$ cat src/rtl/tt_uart_pkg.sv
// tt_uart_pkg: shared types, constants and helpers for the tt_um_uart_tx UART
// transmitter. Optional even-parity support is selected by defining the
// UART_TX_PARITY_EN macro, which adds a PARITY state and an 11-bit frame.
package tt_uart_pkg;

  // Payload width of one character.
  localparam int DATA_BITS = 8;

  // Serial frame lengths in bit periods: start + data + stop, and the same
  // with one extra even-parity bit.
  localparam int FRAME_BITS_NO_PARITY = 1 + DATA_BITS + 1;
  localparam int FRAME_BITS_PARITY    = 1 + DATA_BITS + 1 + 1;

  // Index of the final data bit, used by the 3-bit bit counter to leave DATA.
  localparam logic [2:0] LAST_DATA_BIT = 3'(DATA_BITS - 1);

`ifdef UART_TX_PARITY_EN
  localparam int FRAME_BITS = FRAME_BITS_PARITY;

  typedef enum logic [2:0] {
    ST_IDLE,
    ST_START,
    ST_DATA,
    ST_PARITY,
    ST_STOP
  } txState_e;
`else
  localparam int FRAME_BITS = FRAME_BITS_NO_PARITY;

  typedef enum logic [1:0] {
    ST_IDLE,
    ST_START,
    ST_DATA,
    ST_STOP
  } txState_e;
`endif

  // Even parity: the extra bit makes the total count of ones even.
  function automatic logic evenParity(input logic [DATA_BITS-1:0] data);
    return ^data;
  endfunction

endpackage

$ cat src/rtl/uart_bit_timer.sv
// uart_bit_timer: baud counter for tt_um_uart_tx. Counts 0..CLKS_PER_BIT-1 and
// flags the last cycle of each bit period (tick_o). tickEarly_o flags the
// cycle before that, letting the stop bit hand its final cycle over to IDLE so
// that back-to-back frames stay contiguous. Parity support in the parent is
// controlled by UART_TX_PARITY_EN; this timer is identical in both builds.
module uart_bit_timer
  import tt_uart_pkg::*;
#(
  parameter int CLKS_PER_BIT = 87
) (
  input  logic clk_i,
  input  logic rst_ni,
  input  logic clr_i,
  input  logic en_i,
  output logic tick_o,
  output logic tickEarly_o
);

  localparam int CNT_W = $clog2(CLKS_PER_BIT);
  localparam logic [CNT_W-1:0] CNT_LAST  = CNT_W'(CLKS_PER_BIT - 1);
  localparam logic [CNT_W-1:0] CNT_EARLY = CNT_W'(CLKS_PER_BIT - 2);

  logic [CNT_W-1:0] cnt_q;
  logic [CNT_W-1:0] cnt_d;

  // Next count: clear wins, otherwise count up and reload to 0 after the last cycle.
  always_comb begin
    cnt_d = cnt_q;
    if (clr_i) begin
      cnt_d = '0;
    end else if (en_i) begin
      if (cnt_q == CNT_LAST) begin
        cnt_d = '0;
      end else begin
        cnt_d = cnt_q + CNT_W'(1);
      end
    end
  end

  // Baud counter register, zeroed asynchronously by reset.
  always_ff @(posedge clk_i or negedge rst_ni) begin
    if (!rst_ni) begin
      cnt_q <= '0;
    end else begin
      cnt_q <= cnt_d;
    end
  end

  assign tick_o      = en_i && (cnt_q == CNT_LAST);
  assign tickEarly_o = en_i && (cnt_q == CNT_EARLY);

endmodule

$ cat src/rtl/tt_um_uart_tx.sv
// tt_um_uart_tx: 8N1 UART transmitter in the Tiny Tapeout wrapper pinout.
// ui_in carries the byte, uio_in[0] is tx_valid, uo_out[2:0] = {done, busy, txd},
// uio_out[1] = tx_ready. All outputs come straight from flops.
// Define UART_TX_PARITY_EN to insert an even-parity bit before the stop bit.
//
// Timing: the stop bit spends CLKS_PER_BIT-1 cycles in STOP and its final
// cycle in IDLE, where tx_ready and done are high. A held tx_valid is then
// accepted on that IDLE edge so the next start bit follows the stop bit with
// no gap, and frames repeat every FRAME_BITS*CLKS_PER_BIT cycles.
module tt_um_uart_tx
  import tt_uart_pkg::*;
#(
  parameter int CLKS_PER_BIT = 87
) (
  input  logic       clk,
  input  logic       rst_n,
  input  logic       ena,
  input  logic [7:0] ui_in,
  input  logic [7:0] uio_in,
  output logic [7:0] uo_out,
  output logic [7:0] uio_out,
  output logic [7:0] uio_oe
);

  txState_e state_q;
  txState_e state_d;

  logic [DATA_BITS-1:0] shiftReg_q;
  logic [DATA_BITS-1:0] shiftReg_d;
  logic [2:0]           bitCnt_q;
  logic [2:0]           bitCnt_d;

`ifdef UART_TX_PARITY_EN
  logic parity_q;
  logic parity_d;
`endif

  logic txd_q;
  logic txd_d;
  logic busy_q;
  logic busy_d;
  logic done_q;
  logic done_d;
  logic ready_q;
  logic ready_d;

  logic txValid;
  logic bitTick;
  logic bitTickEarly;
  logic stopFinish;
  logic timerClr;
  logic timerEn;

  // ena is always high and uio_in[7:1] carry nothing for this block.
  logic unusedInputs;
  assign unusedInputs = &{1'b0, ena, uio_in[7:1]};

  assign txValid = uio_in[0];

  // Hold the baud counter at zero in IDLE so every frame starts on a fresh bit period.
  assign timerClr = (state_q == ST_IDLE);
  assign timerEn  = (state_q != ST_IDLE);

  uart_bit_timer #(
    .CLKS_PER_BIT(CLKS_PER_BIT)
  ) u_bit_timer (
    .clk_i      (clk),
    .rst_ni     (rst_n),
    .clr_i      (timerClr),
    .en_i       (timerEn),
    .tick_o     (bitTick),
    .tickEarly_o(bitTickEarly)
  );

  // Next-state logic: accept in IDLE, walk start/data/(parity)/stop on bit ticks.
  always_comb begin
    state_d    = state_q;
    shiftReg_d = shiftReg_q;
    bitCnt_d   = bitCnt_q;
`ifdef UART_TX_PARITY_EN
    parity_d   = parity_q;
`endif
    stopFinish = 1'b0;

    unique case (state_q)
      ST_IDLE: begin
        if (txValid) begin
          state_d    = ST_START;
          shiftReg_d = ui_in;
          bitCnt_d   = 3'd0;
`ifdef UART_TX_PARITY_EN
          parity_d   = evenParity(ui_in);
`endif
        end
      end

      ST_START: begin
        if (bitTick) begin
          state_d = ST_DATA;
        end
      end

      ST_DATA: begin
        if (bitTick) begin
          shiftReg_d = shiftReg_q >> 1;
          bitCnt_d   = bitCnt_q + 3'd1;
          if (bitCnt_q == LAST_DATA_BIT) begin
`ifdef UART_TX_PARITY_EN
            state_d = ST_PARITY;
`else
            state_d = ST_STOP;
`endif
          end
        end
      end

`ifdef UART_TX_PARITY_EN
      ST_PARITY: begin
        if (bitTick) begin
          state_d = ST_STOP;
        end
      end
`endif

      ST_STOP: begin
        if (bitTickEarly) begin
          state_d    = ST_IDLE;
          stopFinish = 1'b1;
        end
      end

      default: begin
        state_d = ST_IDLE;
      end
    endcase
  end

  // Output decode from the upcoming state so every pin is driven by a flop.
  always_comb begin
    txd_d = 1'b1;
    unique case (state_d)
      ST_START:  txd_d = 1'b0;
      ST_DATA:   txd_d = shiftReg_d[0];
`ifdef UART_TX_PARITY_EN
      ST_PARITY: txd_d = parity_d;
`endif
      default:   txd_d = 1'b1;
    endcase
    ready_d = (state_d == ST_IDLE);
    done_d  = stopFinish;
    busy_d  = (state_d != ST_IDLE) || stopFinish;
  end

  // State, datapath and output registers; reset leaves the line idle and ready.
  always_ff @(posedge clk or negedge rst_n) begin
    if (!rst_n) begin
      state_q    <= ST_IDLE;
      shiftReg_q <= '0;
      bitCnt_q   <= 3'd0;
`ifdef UART_TX_PARITY_EN
      parity_q   <= 1'b0;
`endif
      txd_q      <= 1'b1;
      busy_q     <= 1'b0;
      done_q     <= 1'b0;
      ready_q    <= 1'b1;
    end else begin
      state_q    <= state_d;
      shiftReg_q <= shiftReg_d;
      bitCnt_q   <= bitCnt_d;
`ifdef UART_TX_PARITY_EN
      parity_q   <= parity_d;
`endif
      txd_q      <= txd_d;
      busy_q     <= busy_d;
      done_q     <= done_d;
      ready_q    <= ready_d;
    end
  end

  assign uo_out  = {5'b00000, done_q, busy_q, txd_q};
  assign uio_out = {6'b000000, ready_q, 1'b0};
  assign uio_oe  = 8'h02;

endmodule

$ cat config.mk
export PLATFORM = sky130hd
export DESIGN_NAME = tt_um_uart_tx
export DESIGN_NICKNAME = d
export VERILOG_FILES = /design/src/rtl/tt_uart_pkg.sv /design/src/rtl/uart_bit_timer.sv /design/src/rtl/tt_um_uart_tx.sv
export SDC_FILE = /design/constraint.sdc
export NUM_CORES = 1
export LEC_CHECK = 0
export ABC_AREA = 1
export ABC_CLOCK_PERIOD_IN_PS = 1750
export BUFFER_PORTS_ARGS = -buffer_cell sky130_fd_sc_hd__buf_2
export CORE_MARGIN = 3
export CORE_UTILIZATION = 40
export CTS_CLUSTER_DIAMETER = 100
export CTS_CLUSTER_SIZE = 30
export DETAILED_ROUTE_END_ITERATION = 12
export RECOVER_POWER = 50
export SYNTH_ARGS = -nofsm -noshare
export SYNTH_HDL_FRONTEND = slang
export SYNTH_SLANG_ARGS = --single-unit
$ cat constraint.sdc
create_clock -name clk -period 1.75 [get_ports clk]
set_input_delay 0.0875 -clock clk [delete_from_list [all_inputs] [get_ports clk]]
set_output_delay 0.0875 -clock clk [all_outputs]
set_load 0.01 [all_outputs]
# Yosys cells after proc, flatten, opt, wreduce, memory -nomap -nowiden
# Cells that the tools add are included.
# classes
mux	18
n_reduce_logical	10
n_eq_ne	10
n_addsub	2
# ops
operator	count
$mux 7	3
$mux 8	2
$pmux 8 s2	1
$eq 7x7->1 const B	2
$mux 2	5
$pmux 2 s4	1
$reduce_bool 2->1	4
$add 7x1->7 const B	1
$eq 2x2->1 const B	3
$mux 3	2
$pmux 3 s2	1
$eq 2x1->1 const B	2
$logic_not 2->1	2
$ne 2x2->1 const B	2
$add 3x1->3 const B	1
$eq 3x3->1 const B	1
$reduce_and 3->1	1
$logic_and 1x1->1	2
$mux 1	2
$pmux 1 s2	1
$logic_or 1x1->1	1
# totals
input_bits	19
output_inout_bits	24
regBits	24
wordCells	49

# Depth between registers and ports, before layout
# logic_depth
word_depth	6
ltp_mapped	11
depth_no_buf	11

# Hierarchy
# From an unflattened synthesis, not the netlist that was laid out.
# hier_totals
hier_cells	173
area_unflattened_um2	1472.7
# modules_own_cells
mod	n_inst	cells_each	area_each_um2	seq_area_each_um2
tt_um_uart_tx	1	110	1001.0	427.9
uart_bit_timer	1	63	471.7	175.2

# Least setup slack after synthesis
# Ideal clock, no wire load.
# synth_path
path_type	flip-flop to flip-flop
from	reg u_bit_timer.cnt_q[0]
to	reg bitCnt_q[0]
synth_period_minus_slack_ns	1.343
arrival_ns	1.221
path_buffers	0
t_required_ns	1.628
path_stages_with_launch	10
path_slack_ns	0.407
path_cell_list	dfrtp_1 -> inv_1 -> ha_1 -> nand3_1 -> nor2_4 -> nand2_4 -> nand2_4 -> inv_2 -> nand2_1 -> o21ai_1
# synth_via
elab_chain_len	4
# synth_rtl
item	line	text
from (decl)	uart_bit_timer.sv:23	logic [CNT_W-1:0] cnt_q;
from (signal assigned)	uart_bit_timer.sv:45	cnt_q <= cnt_d;
$eq 7x7->1	uart_bit_timer.sv:49	assign tick_o = en_i && (cnt_q == CNT_LAST);
$logic_and 1x1->1	uart_bit_timer.sv:49	
$ne 2x2->1 (no source line)	-	
$reduce_and 3->1 (no source line)	-	
to (signal assigned)	tt_um_uart_tx.sv:170	bitCnt_q <= bitCnt_d;
to (decl)	tt_um_uart_tx.sv:30	logic [2:0] bitCnt_q;
# No other way between the ends.
# A chain may end at the register's enable or synchronous reset.

# Final worst setup path
# layout_path
from	reg u_bit_timer.cnt_q[0]
to	reg bitCnt_q[2]
# Same word-level chain as after synthesis.

==> impl_metrics.yaml <==
outcome:
  outcome: "finished clean"
hold_path:
  min-delay-start: "uio_in[0]"
  hold_class: "in2reg"
  whs_path_depth: 2
  min_to: "busy_q"
drt:
  wl_um: 2310
  drtPass1Iterations: 4
  viasPerCell: 4.41
  vias: 1050
  drt-initial-drc-count: 67
  drtAntennaViolNets: 0
  drcViolationCount: 0
  wl_per_cell_um: 9.72
floorplan:
  die_width_um: 65.7
  std_cell_rows: 21
  boundaryPins: 43
  start_util: 0.421
  die_h_um: 65.7
  core_mm2: 0.00339
  dieArea_mm2: 0.00432
synthesis:
  yosysWarnings: 0
  synth-seq-cells: 24
  synth_area_per_cell_um2: 8.30
  ys_types: 23
  synthCells: 172
  synth_area_mm2: 0.00143
  yosysSeqAreaShare: 0.422
timing:
  finalHoldViolCount: 0
  finClkSkew_ps: 11.2
  tightestPinTransition_ps: 1250
  slew_viol_final: 0
  tns_ps: 0
  setup_viol: 0
  fin_crit_ps: 1530
  finalCritPeriodShare: 0.872
  max_freq_mhz: 655
  relSlewSlack: 0.170
  rsz0062_at_grt: "false"
cells_and_area:
  diodes: 0
  final_util: 0.464
  fin_area_mm2: 0.00157
  nNetsFinal: 217
  syn_to_final_growth_pct: 10.1
  drive_gt1_frac: 0.193
  stdcell_count: 238
cts:
  post_cts_buffers: 0
  htreeDepth: 1
  clock_path_buffers: 2
  numCtsBuffers: 3
  clk_pin_slew_worst_paths_ps: 130
  holdBufCountCts: 8
  clockRootBuffer: "clkbuf_4"
  clkLatencyLatePin_ps: 310
  cts_resized: 0
  cts_tree: "built"
  cts.sinks: 24
setup_path:
  r2r_start: "u_bit_timer.cnt_q[0]"
  critPathKind: "reg2reg"
  crit_arrival_ps: 1740
  crit_start: "u_bit_timer.cnt_q[0]"
  worst_setup_path_end_kind: "register"
  cp_max_fo: 9
  path_cells: "inv_1 > ha_1 > nand3_1 > nor2_4 > nand2_4 > nand2_4 > inv_2 > nand2_1 > nand2_1"
  cpPeakStageDelay_ps: 450
  r2r_end: "bitCnt_q[2]"
  r2r_cells: 9
  slowest_stage: "dfrtp_1"
  cp.required_ps: 1960
  cp-start-kind: "register"
  r2r_setup_slack_ps: 220
global_route:
  grt_pass1_wl_um: 4170
  grt.overflow.total: 0
  antenna_found_initial: 0
  grt_pass1_vias: 1017
  grt_max_degree: 25
  grt.total_usage: 0.123
placement:
  place_area_mm2: 0.00144
  placedCellCount: 226
  gp_congestion: 0.818
  io_buffers: 14
  hpwl_um: 1750
pwr:
  p_leak_nw: 0.856
  irDropWorstVdd_v: 0.000250
  power.density_mw_per_mm2: 641
run:
  cap_violations: 0
-- cell families (layout without fill, tap and decap cells) --
| family | after synthesis | in the layout | synth area share |
|---|---|---|---|
| DFF | 24 | 24 | 0.422 |
| other | 2 | 20 | 0.00526 |
| and+or+nand+nor | 75 | 75 | 0.260 |
| AOI/OAI and AO/OA | 12 | 12 | 0.0596 |
| buffers and inverters | 53 | 55 | 0.202 |
| adders and majority gates | 5 | 5 | 0.0438 |
| xor gates and xnor gates | 1 | 1 | 0.00614 |
-- worst max-delay path by stage --
stage / end / slack (ps) / cells past startpoint
3_3_place_gp: bitCnt_q[0] / 260 / 9
5_1_grt: bitCnt_q[2] / 90 / 9
4_1_cts: bitCnt_q[2] / 220 / 9
2_1_floorplan: bitCnt_q[0] / 410 / 9
3_5_place_dp: bitCnt_q[1] / 230 / 9
6_report: bitCnt_q[2] / 220 / 9
-- placed cells by master, fill, tap and decap left out, types with 2 or more instances in the layout --
| master | netlist | routed |
|---|---|---|
| nand2_1 | 32 | 32 |
| nor3_1 | 2 | 2 |
| a21oi_1 | 3 | 3 |
| clkbuf_1 | 0 | 3 |
| dfstp_2 | 2 | 2 |
| nand2_2 | 3 | 3 |
| inv_1 | 24 | 24 |
| nand3_1 | 9 | 9 |
| conb_1 | 2 | 20 |
| ha_1 | 5 | 5 |
| dlygate4sd3_1 | 0 | 8 |
| inv_2 | 5 | 5 |
| o221ai_1 | 6 | 6 |
| nand3_2 | 3 | 3 |
| buf_2 | 0 | 11 |
| nor2_1 | 16 | 16 |
| o21ai_1 | 2 | 2 |
| nor2_2 | 3 | 3 |
| clkbuf_4 | 0 | 3 |
| nand2_4 | 4 | 4 |
| dfrtp_1 | 22 | 22 |
-- registers in the layout, summed over array words and instances, names as in the netlist --
name and flops:
shiftReg_q 8, u_bit_timer.cnt_q 7, bitCnt_q 3, state_q 2
busy_q 1, done_q 1, ready_q 1, txd_q 1
-- critical path: cells and delay by family (launching register included) --
family	cells	cell delay, ps
flip-flops	1	450
adder cells (fa/ha/maj)	1	160
buffers and inverters	2	140
AND/OR/NAND/NOR	6	680
-- Yosys cell counts --
cell | instances | area [µm²]
nand2_1 | 32 | 120
buf_4 | 24 | 180
inv_1 | 24 | 90.1
dfrtp_1 | 22 | 551
nor2_1 | 16 | 60.1
nand3_1 | 9 | 45.0
o221ai_1 | 6 | 52.6
ha_1 | 5 | 62.6
inv_2 | 5 | 18.8
nand2_4 | 4 | 45.0
a21oi_1 | 3 | 15.0
nand2_2 | 3 | 18.8
nand3_2 | 3 | 30.0
nor2_2 | 3 | 18.8
conb_1 | 2 | 7.51
dfstp_2 | 2 | 52.6
nor3_1 | 2 | 10.0
o21ai_1 | 2 | 10.0
nand4_1 | 1 | 6.26
nor2_4 | 1 | 11.3
o21a_1 | 1 | 7.51
or2_2 | 1 | 6.26
xnor2_1 | 1 | 8.76
-- power by group --
group / internal (mW) / total [mW] / switching, mW
Combinational: 0.0191 / 0.0548 / 0.0356
Sequential: 0.555 / 0.555 / 0
Clock: 0.231 / 0.398 / 0.167
Total: 0.805 / 1.01 / 0.203
-- cell type report --
type / instances / area [µm²]
clock inverter: 1 / 30.0
clock buffer: 3 / 22.5
tap: 46 / 57.6
timing repair buffer: 22 / 146
inverter: 29 / 109
multi-input combinational: 113 / 603
fill: 337 / 1820
sequential: 24 / 603
-- routing by layer --
metal  track usage  vias to the layer above  wire, µm
met5             0                        -         0
met3        0.0154                        2       107
met1         0.146                      494      1070
met4        0.0518                        0        30
met2         0.222                       28      1110
li1              -                      526         -
-- per-stage QoR --
stage | hold slack, ps | setup WS, ps | power (mW)
CTS | 12.1 | 216 | 1.02
global placement | 96.1 | 260 | 0.606
finish | 17.8 | 223 | 1.01
floorplan | -208 | 407 | 0.617
global route | 11.8 | 89.1 | 1.05
detailed placement | 97.5 | 229 | 0.607
Power figures use the tool's default switching activity.
